$ cat src/rtl/a5_pc_sequencer_if.sv
// Command/status bundle between an instruction decoder and the PC sequencer.
// The master side issues commands and the slave side (the sequencer) reports PC and stack state.
interface a5_pc_sequencer_if #(
    parameter int ADDR_W = 12,
    parameter int FLAG_W = 2,
    parameter int SP_W   = 4
);
    logic              adv_i;
    logic [2:0]        cmd_i;
    logic [ADDR_W-1:0] target_i;
    logic              zero_i;
    logic              carry_i;
    logic              irq_i;
    logic              ien_i;
    logic [ADDR_W-1:0] pc_limit_i;

    logic [ADDR_W-1:0] pc_o;
    logic [SP_W-1:0]   sp_o;
    logic              stack_full_o;
    logic              stack_empty_o;
    logic              irq_ack_o;
    logic [FLAG_W-1:0] flags_out_o;
    logic              flags_valid_o;
    logic              in_isr_o;
    logic              halted_o;
    logic              fault_o;

    modport master (
        output adv_i, cmd_i, target_i, zero_i, carry_i, irq_i, ien_i, pc_limit_i,
        input  pc_o, sp_o, stack_full_o, stack_empty_o, irq_ack_o,
        input  flags_out_o, flags_valid_o, in_isr_o, halted_o, fault_o
    );

    modport slave (
        input  adv_i, cmd_i, target_i, zero_i, carry_i, irq_i, ien_i, pc_limit_i,
        output pc_o, sp_o, stack_full_o, stack_empty_o, irq_ack_o,
        output flags_out_o, flags_valid_o, in_isr_o, halted_o, fault_o
    );
endinterface

$ cat src/rtl/a5_pc_sequencer.sv
// Program counter sequencer with a return stack of {flags,PC} entries and interrupt entry.
// HALTED/FAULT are sticky and freeze all state until reset.
module a5_pc_sequencer #(
    parameter int                ADDR_W       = 12,
    parameter int                DEPTH        = 8,
    parameter int                FLAG_W       = 2,
    parameter logic [ADDR_W-1:0] IRQ_VECTOR   = 'h010,
    parameter logic [ADDR_W-1:0] RESET_VECTOR = '0
) (
    input  logic              clk,
    input  logic              rst,
    a5_pc_sequencer_if.slave  bus
);
    localparam int IDX_W   = $clog2(DEPTH);
    localparam int SP_W    = IDX_W + 1;
    localparam int ENTRY_W = ADDR_W + FLAG_W;

    typedef enum logic [2:0] {
        CMD_NEXT = 3'd0,
        CMD_JMP  = 3'd1,
        CMD_JZ   = 3'd2,
        CMD_JC   = 3'd3,
        CMD_CALL = 3'd4,
        CMD_RET  = 3'd5,
        CMD_RETI = 3'd6,
        CMD_NOP  = 3'd7
    } cmd_e;

    logic [ADDR_W-1:0]  pc_q, pc_d;
    logic [SP_W-1:0]    sp_q, sp_d;
    logic               in_isr_q, in_isr_d;
    logic               halted_q, halted_d;
    logic               fault_q, fault_d;
    logic               irq_ack_q, irq_ack_d;
    logic [FLAG_W-1:0]  flags_out_q, flags_out_d;
    logic               flags_valid_q, flags_valid_d;
    logic [ENTRY_W-1:0] stack_q [DEPTH];

    cmd_e               cmd;
    logic [FLAG_W-1:0]  cur_flags;
    logic               full, empty, at_limit, irq_take;
    logic [ADDR_W-1:0]  pc_inc, pc_step;
    logic [ENTRY_W-1:0] top_entry;
    logic               push_en;
    logic [ENTRY_W-1:0] push_data;

    assign cmd       = cmd_e'(bus.cmd_i);
    assign cur_flags = FLAG_W'({bus.carry_i, bus.zero_i});
    assign full      = (sp_q == SP_W'(DEPTH));
    assign empty     = (sp_q == '0);
    assign pc_inc    = pc_q + 1'b1;
    assign at_limit  = (pc_q == bus.pc_limit_i);
    assign pc_step   = at_limit ? pc_q : pc_inc;
    assign top_entry = stack_q[IDX_W'(sp_q - 1'b1)];
    assign irq_take  = bus.irq_i & bus.ien_i & ~in_isr_q & ~full;

    // Interrupt entry outranks the strobed command; the discarded command's PC is the one saved.
    always_comb begin
        pc_d          = pc_q;
        sp_d          = sp_q;
        in_isr_d      = in_isr_q;
        halted_d      = halted_q;
        fault_d       = fault_q;
        irq_ack_d     = 1'b0;
        flags_out_d   = flags_out_q;
        flags_valid_d = 1'b0;
        push_en       = 1'b0;
        push_data     = {cur_flags, pc_q};
        if (!(halted_q || fault_q)) begin
            if (irq_take) begin
                push_en   = 1'b1;
                sp_d      = sp_q + 1'b1;
                pc_d      = IRQ_VECTOR;
                in_isr_d  = 1'b1;
                irq_ack_d = 1'b1;
            end else if (bus.adv_i) begin
                case (cmd)
                    CMD_NEXT: begin
                        pc_d     = pc_step;
                        halted_d = at_limit;
                    end
                    CMD_JMP: pc_d = bus.target_i;
                    CMD_JZ, CMD_JC: begin
                        if ((cmd == CMD_JZ) ? bus.zero_i : bus.carry_i) begin
                            pc_d = bus.target_i;
                        end else begin
                            pc_d     = pc_step;
                            halted_d = at_limit;
                        end
                    end
                    CMD_CALL: begin
                        if (full) begin
                            fault_d = 1'b1;
                        end else begin
                            push_en   = 1'b1;
                            push_data = {cur_flags, pc_inc};
                            sp_d      = sp_q + 1'b1;
                            pc_d      = bus.target_i;
                        end
                    end
                    CMD_RET, CMD_RETI: begin
                        if (empty) begin
                            fault_d = 1'b1;
                        end else begin
                            sp_d = sp_q - 1'b1;
                            pc_d = top_entry[ADDR_W-1:0];
                            if (cmd == CMD_RETI) begin
                                in_isr_d      = 1'b0;
                                flags_out_d   = top_entry[ENTRY_W-1:ADDR_W];
                                flags_valid_d = 1'b1;
                            end
                        end
                    end
                    default: ;
                endcase
            end
        end
    end

    always_ff @(posedge clk or posedge rst) begin
        if (rst) begin
            pc_q          <= RESET_VECTOR;
            sp_q          <= '0;
            in_isr_q      <= 1'b0;
            halted_q      <= 1'b0;
            fault_q       <= 1'b0;
            irq_ack_q     <= 1'b0;
            flags_out_q   <= '0;
            flags_valid_q <= 1'b0;
        end else begin
            pc_q          <= pc_d;
            sp_q          <= sp_d;
            in_isr_q      <= in_isr_d;
            halted_q      <= halted_d;
            fault_q       <= fault_d;
            irq_ack_q     <= irq_ack_d;
            flags_out_q   <= flags_out_d;
            flags_valid_q <= flags_valid_d;
        end
    end

    // Stack RAM has no reset; gating on rst keeps an edge taken during reset from leaving a partial push.
    always_ff @(posedge clk) begin
        if (push_en && !rst) begin
            stack_q[IDX_W'(sp_q)] <= push_data;
        end
    end

    assign bus.pc_o          = pc_q;
    assign bus.sp_o          = sp_q;
    assign bus.stack_full_o  = full;
    assign bus.stack_empty_o = empty;
    assign bus.irq_ack_o     = irq_ack_q;
    assign bus.flags_out_o   = flags_out_q;
    assign bus.flags_valid_o = flags_valid_q;
    assign bus.in_isr_o      = in_isr_q;
    assign bus.halted_o      = halted_q;
    assign bus.fault_o       = fault_q;
endmodule

$ cat src/flat_wrapper.sv
// flat-port wrapper written by rule: the top's interface ports become plain ports
module a5_pc_sequencer_flat 
#(
    parameter int                ADDR_W       = 12,
    parameter int                DEPTH        = 8,
    parameter int                FLAG_W       = 2,
    parameter logic [ADDR_W-1:0] IRQ_VECTOR   = 'h010,
    parameter logic [ADDR_W-1:0] RESET_VECTOR = '0
)
  (clk, rst, bus_adv_i, bus_cmd_i, bus_target_i, bus_zero_i, bus_carry_i, bus_irq_i, bus_ien_i, bus_pc_limit_i, bus_pc_o, bus_sp_o, bus_stack_full_o, bus_stack_empty_o, bus_irq_ack_o, bus_flags_out_o, bus_flags_valid_o, bus_in_isr_o, bus_halted_o, bus_fault_o);
  a5_pc_sequencer_if #(.ADDR_W(ADDR_W), .FLAG_W(FLAG_W), .SP_W((4))) bus_i ();
  input  logic clk;
  input  logic rst;
  input wire logic [$bits(bus_i.adv_i)-1:0] bus_adv_i;
  input wire logic [$bits(bus_i.cmd_i)-1:0] bus_cmd_i;
  input wire logic [$bits(bus_i.target_i)-1:0] bus_target_i;
  input wire logic [$bits(bus_i.zero_i)-1:0] bus_zero_i;
  input wire logic [$bits(bus_i.carry_i)-1:0] bus_carry_i;
  input wire logic [$bits(bus_i.irq_i)-1:0] bus_irq_i;
  input wire logic [$bits(bus_i.ien_i)-1:0] bus_ien_i;
  input wire logic [$bits(bus_i.pc_limit_i)-1:0] bus_pc_limit_i;
  output wire logic [$bits(bus_i.pc_o)-1:0] bus_pc_o;
  output wire logic [$bits(bus_i.sp_o)-1:0] bus_sp_o;
  output wire logic [$bits(bus_i.stack_full_o)-1:0] bus_stack_full_o;
  output wire logic [$bits(bus_i.stack_empty_o)-1:0] bus_stack_empty_o;
  output wire logic [$bits(bus_i.irq_ack_o)-1:0] bus_irq_ack_o;
  output wire logic [$bits(bus_i.flags_out_o)-1:0] bus_flags_out_o;
  output wire logic [$bits(bus_i.flags_valid_o)-1:0] bus_flags_valid_o;
  output wire logic [$bits(bus_i.in_isr_o)-1:0] bus_in_isr_o;
  output wire logic [$bits(bus_i.halted_o)-1:0] bus_halted_o;
  output wire logic [$bits(bus_i.fault_o)-1:0] bus_fault_o;
  assign bus_i.adv_i = bus_adv_i;
  assign bus_i.cmd_i = bus_cmd_i;
  assign bus_i.target_i = bus_target_i;
  assign bus_i.zero_i = bus_zero_i;
  assign bus_i.carry_i = bus_carry_i;
  assign bus_i.irq_i = bus_irq_i;
  assign bus_i.ien_i = bus_ien_i;
  assign bus_i.pc_limit_i = bus_pc_limit_i;
  assign bus_pc_o = bus_i.pc_o;
  assign bus_sp_o = bus_i.sp_o;
  assign bus_stack_full_o = bus_i.stack_full_o;
  assign bus_stack_empty_o = bus_i.stack_empty_o;
  assign bus_irq_ack_o = bus_i.irq_ack_o;
  assign bus_flags_out_o = bus_i.flags_out_o;
  assign bus_flags_valid_o = bus_i.flags_valid_o;
  assign bus_in_isr_o = bus_i.in_isr_o;
  assign bus_halted_o = bus_i.halted_o;
  assign bus_fault_o = bus_i.fault_o;
  a5_pc_sequencer #(.ADDR_W(ADDR_W), .DEPTH(DEPTH), .FLAG_W(FLAG_W), .IRQ_VECTOR(IRQ_VECTOR), .RESET_VECTOR(RESET_VECTOR)) u_core (.clk(clk), .rst(rst), .bus(bus_i));
endmodule
$ cat config.mk
export PLATFORM = sky130hd
export DESIGN_NAME = a5_pc_sequencer_flat
export DESIGN_NICKNAME = d
export VERILOG_FILES = /design/src/rtl/a5_pc_sequencer_if.sv /design/src/rtl/a5_pc_sequencer.sv /design/src/flat_wrapper.sv
export SDC_FILE = /design/constraint.sdc
export NUM_CORES = 1
export LEC_CHECK = 0
export CAP_MARGIN = 25
export CORE_ASPECT_RATIO = 1.25
export CORE_MARGIN = 8
export CORE_UTILIZATION = 60
export CTS_CLUSTER_DIAMETER = 200
export DETAILED_ROUTE_END_ITERATION = 8
export GPL_ROUTABILITY_DRIVEN = 0
export PLACE_DENSITY_LB_ADDON = 0.08
export SLEW_MARGIN = 20
export SYNTH_ARGS = -nofsm -noshare
export SYNTH_HDL_FRONTEND = slang
export SYNTH_SLANG_ARGS = --single-unit
$ cat constraint.sdc
create_clock -name clk -period 10.22 [get_ports clk]
set_input_delay 2.555 -clock clk [delete_from_list [all_inputs] [get_ports clk]]
set_output_delay 2.555 -clock clk [all_outputs]
set_load 0.01 [all_outputs]
### Word-level counts from Yosys, hierarchy flattened

Memories as Yosys holds them, arrays and structs flattened.
Index checks and enable logic that the tools add are counted.

| storage, ports and cells | value |
|---|---|
| bits in registers | 23 |
| bits in writable memories | 112 |
| input port bits | 34 |
| output and inout port bits | 25 |
| word-level logic and storage cells | 97 |
| memories kept | 1 |

Memory list:

| name | words | width | rd ports | clocked after memory_dff | wr ports | line | RTL |
|---|---|---|---|---|---|---|---|
| u_core.stack_q | 8 | 14 | 1 | 0 | 1 | a5_pc_sequencer.sv:37 | `logic [ENTRY_W-1:0] stack_q [DEPTH];` |

| cells by class | value |
|---|---|
| add/sub/neg operators | 3 |
| eq/ne operators | 14 |
| mux-type cells | 43 |
| bitwise logic cells | 8 |
| reductions and logical operators | 20 |

Operators with widths:

| kind | number |
|---|---|
| $mux 12 | 11 |
| $pmux 12 s5 | 1 |
| $mux 1 | 24 |
| $reduce_and 5->1 | 4 |
| $mux 4 | 4 |
| $add 12x1->12 const B | 1 |
| $eq 12x12->1 | 1 |
| $reduce_and 6->1 | 2 |
| $reduce_bool 2->1 | 5 |
| $eq 3x3->1 const B | 3 |
| $pmux 4 s2 | 1 |
| $eq 3x2->1 const B | 2 |
| $reduce_bool 6->1 | 1 |
| $not 1->1 | 5 |
| $add 4x1->4 const B | 1 |
| $eq 4x4->1 const B | 1 |
| $logic_not 4->1 | 1 |
| $ne 2x1->1 const B | 2 |
| $ne 2x2->1 const B | 2 |
| $pmux 1 s2 | 2 |
| $reduce_or 2->1 | 2 |
| $sub 4x1->4 const B | 1 |
| $and 1x1->1 | 3 |
| $eq 3x1->1 const B | 1 |
| other kinds (7) | 7 |

### Longest topological paths before layout

| logic depth | value |
|---|---|
| word-level depth | 9 |
| mapped depth | 12 |
| depth with buffers taken out | 9 |

### Worst setup path after synthesis

Ideal clock, no wire load.

| path | value |
|---|---|
| kind | in2reg |
| start | input bus_cmd_i[1] |
| end | memory u_core.stack_q[0][0] in the netlist's numbering, enable pin |
| library setup time | 0.403 ns |
| arrival time | 4.464 ns |
| data required time | 9.817 ns |
| path slack | 5.353 ns |
| stages on the path | 6 |
| buffers on the path | 1 |
| path through | buf_2 nor3_1 a31oi_1 nor4_1 nand2_1 nor3_1 |

| on the way | value |
|---|---|
| cells in the longest elaborated chain, start to end | 8 |

RTL lines:

| element | line | RTL |
|---|---|---|
| start, declared | flat_wrapper.sv:15 | `input wire logic [$bits(bus_i.cmd_i)-1:0] bus_cmd_i;` |
| $eq 3x3->1 | a5_pc_sequencer.sv:77 | `case (cmd)` |
| $mux 1 | a5_pc_sequencer.sv:77 |  |
| $mux 1 | a5_pc_sequencer.sv:76 | `end else if (bus.adv_i) begin` |
| $mux 1 | a5_pc_sequencer.sv:70 | `if (irq_take) begin` |
| $mux 1 | a5_pc_sequencer.sv:69 | `if (!(halted_q \|\| fault_q)) begin` |
| $logic_and 1x1->1 | a5_pc_sequencer.sv:144 | `if (push_en && !rst) begin` |
| $mux 1 | a5_pc_sequencer.sv:144 |  |
| $mux 1 (not written as such) | a5_pc_sequencer.sv:145 | `stack_q[IDX_W'(sp_q)] <= push_data;` |
| end, declared | a5_pc_sequencer.sv:37 |  |

No other way between the ends.

### Final worst setup path

| path | value |
|---|---|
| start | register u_core.sp_q[0], in the netlist u_core.bus.sp_o[0] |
| end | output bus_stack_empty_o |

| on the way | value |
|---|---|
| cells in the longest elaborated chain, start to end | 1 |

RTL lines:

| element | line | RTL |
|---|---|---|
| start, declared | a5_pc_sequencer.sv:30 | `logic [SP_W-1:0] sp_q, sp_d;` |
| start signal, assigned | a5_pc_sequencer.sv:132 | `sp_q <= sp_d;` |
| $logic_not 4->1 | a5_pc_sequencer.sv:50 | `assign empty = (sp_q == '0);` |
| end, declared | flat_wrapper.sv:25 | `output wire logic [$bits(bus_i.stack_empty_o)-1:0] bus_stack_empty_o;` |

No other way between the ends.

==> results.json <==
{
  "clk_transition_reported_paths_ns": 0.06,
  "fmax_mhz": 193,
  "dp.cells": 581,
  "synth_top_area_cell": "edfxtp_1",
  "synth_enable_flop_cells": 112,
  "grt_pass1_wl_mm": 21.9,
  "combPwrFrac_pct": 8.4,
  "ctsHoldBuffers": 0,
  "p_per_area_mw_per_mm2": 180,
  "startpoint": "u_core.bus.sp_o[0]",
  "drt_iter0_markers": 347,
  "antenna_found_initial": 0,
  "syn_area_mm2": 0.00627,
  "status": "finished, final reports clean",
  "final-seq-area_mm2": 0.00394,
  "h-tree-depth": 4,
  "finalNonFillerCells": 614,
  "multi_input_area_mm2": 0.00218,
  "synth_cells": 412,
  "start_kind": "register",
  "tns_ns": 0,
  "worstReg2RegStart": "u_core.bus.sp_o[0]",
  "grt_usage_pct": 21.3,
  "dieArea_mm2": 0.0140,
  "grt_overflow": 0,
  "switchingPower_uw": 297,
  "die_h_um": 130,
  "post_drt_wl_per_cell_um": 22.9,
  "critPathRequiredTime_ns": 7.67,
  "cts_setup_buffers": 0,
  "max_slew_margin_pct": 44.4,
  "setup_ws_ns": 5.05,
  "p_int_uw": 1070,
  "totalWireLength_mm": 14.1,
  "max_cap_viol_count": 0,
  "synthTopCellsByArea": "edfxtp_1, mux4_2, dfrtp_1, xor2_1, nand2_1",
  "switching_share_pct": 21.8,
  "core-area_mm2": 0.0102,
  "report.final.slew_viol_count": 0,
  "yosysTopAreaCellShare_pct": 53.7,
  "clock_sinks": 135,
  "dp_hpwl_mm": 9.51,
  "finalHoldViolations": 0,
  "yosysSeqAreaShare_pct": 62.8,
  "cp_max_fo": 13,
  "synthFlopType": "edfxtp_1",
  "cp-end-kind": "output pin",
  "fin_skew_ns": 0.00543,
  "synth_nets": 449,
  "antenna_cells": 0,
  "period_needed_ns": 5.17,
  "arrival_ns": 2.62,
  "ys_async_sr_fraction_pct": 17.0,
  "start_util_pct": 61.7,
  "whs_ns": 0.514,
  "ant_nets": 0,
  "drc": 0,
  "fin_crit_sh_pct": 50.6,
  "seqPwrFrac_pct": 45.5,
  "cts_resized": 0,
  "grt_setup_unrepaired": "false",
  "finalNetCount": 511,
  "holdCritStartpoint": "u_core.bus.flags_out_o[1]",
  "avgSynthCellArea_um2": 15.2,
  "ir_drop_v": 0.000170,
  "ys_types": 57,
  "hold_class": "reg2reg",
  "clock_tree.root_cell": "clkbuf_16",
  "grt_max_degree": 33,
  "pin_count": 59,
  "worst_slew_pin_slew_ns": 0.829,
  "cts_buffers": 17,
  "setup_viol": 0,
  "clockPowerShare_pct": 46.1,
  "rows": 41,
  "clockBufferDepth": 2,
  "leakage_uw": 0.00276,
  "grt_pass1_vias": 3843,
  "worstSetupPathType": "reg2out",
  "fp.dieW_um": 107,
  "post-place-ws_ns": 4.47,
  "area_delta_synth_final_pct": 21.1,
  "cts_tree": "built",
  "firstDrtPassIters": 5,
  "fillers": 627,
  "layout-drive-gt1-share_pct": 19.2,
  "io_buffers": 58,
  "post_drt_via_cell_ratio": 6.15,
  "dr_total_vias": 3774,
  "clk-insertion-delay-late_ns": 0.41,
  "yosysWarnings": 0,
  "synth_seq_cells": 135
}
worst max-delay path, stage by stage, from the launching register on:
cell and delay [ns]:
dfrtp_2 0.56, inv_1 0.26, ha_1 0.40, nor3b_2 0.38
clkdlybuf4s50_1 0.61
power by group through the flow:
| stage | combinational, uW | clock [uW] | sequential, uW |
|---|---|---|---|
| detailed placement | 109 | 0 | 634 |
| global placement | 107 | 0 | 633 |
| CTS | 111 | 635 | 623 |
| floorplan | 71.6 | 0 | 626 |
| global route | 124 | 650 | 621 |
| finish | 115 | 628 | 620 |
cell type report:
type / instances / area share (%)
clock inverter: 12 / 2.34
sequential: 135 / 51.9
timing repair buffer: 67 / 8.90
tap: 129 / 2.13
inverter: 8 / 0.428
clock buffer: 18 / 5.65
multi-input combinational: 245 / 28.7
cell usage after synthesis (all sizes together), types with 9 or more instances:
cell type,instances
mux2i,12
dfrtp,23
buf,17
xnor2,11
a21oi,9
nand2,34
o21ai,18
xor2,20
nor2,27
edfxtp,112
mux4,28
stage by stage:
| stage | total power [uW] | util (%) | cell area (um2) |
|---|---|---|---|
| 2_1_floorplan | 697 | - | 6270 |
| 3_3_place_gp | 740 | 67.9 | 6900 |
| 3_5_place_dp | 743 | 68.3 | 6940 |
| 4_1_cts | 1370 | 74.3 | 7540 |
| 5_1_grt | 1400 | 74.7 | 7590 |
| 6_report | 1360 | 74.7 | 7590 |
final timing paths:
kind	end	slack (ns)	cells past startpoint
setup / recovery	bus_stack_empty_o	5.05	4
hold / removal	u_core.bus.flags_out_o[1]	0.51	1
setup reg to reg	u_core.stack_q[6][7]	6.54	10
hold reg to reg	u_core.bus.flags_out_o[1]	0.51	1
max in group asynchronous	u_core.bus.pc_o[0]	7.26	3
min in group asynchronous	u_core.bus.irq_ack_o	2.51	2
layer usage:
metal  up-vias  GRT usage [%]  routed length, um
li1       1725              -                  -
met1      1874           26.3               5770
met2       151           35.4               7160
met3        24           5.13                866
met4         0           8.51                272
met5         -              0                  0
cell families (layout without fill, tap and decap cells):
kind of cell               count (synthesis)  count (layout)  share of synthesized area [%]
buffers and inverters                     32             105                           2.82
adders and majority gates                  3               3                          0.599
DFF                                      135             135                           62.8
and+or+nand+nor                          101             101                           8.80
AOI/OAI and AO/OA                         65              65                           7.43
muxes                                     45              45                           12.9
xor gates and xnor gates                  31              31                           4.63
cell usage in the layout, fill, tap and decap left out, types with 5 or more instances in the layout:
| cell | n |
|---|---|
| a21oi_1 | 8 |
| a31oi_1 | 5 |
| clkbuf_16 | 17 |
| clkdlybuf4s50_1 | 58 |
| dfrtp_1 | 22 |
| edfxtp_1 | 112 |
| inv_1 | 7 |
| mux2_2 | 5 |
| mux2i_1 | 12 |
| mux4_2 | 28 |
| nand2_1 | 34 |
| nand3_1 | 7 |
| nor2_1 | 21 |
| nor2_2 | 6 |
| o21ai_0 | 7 |
| o21ai_1 | 11 |
| o2bb2ai_1 | 6 |
| xnor2_1 | 11 |
| xor2_1 | 19 |
state kept, by name (all words and copies together), names as in the netlist:
signal,flops
u_core.bus.sp_o,4
u_core.bus.flags_valid_o,1
u_core.stack_q,112
u_core.bus.in_isr_o,1
u_core.bus.halted_o,1
u_core.bus.flags_out_o,2
u_core.bus.pc_o,12
u_core.bus.irq_ack_o,1
u_core.bus.fault_o,1
No activity file was read; power rests on OpenSTA's default activity.
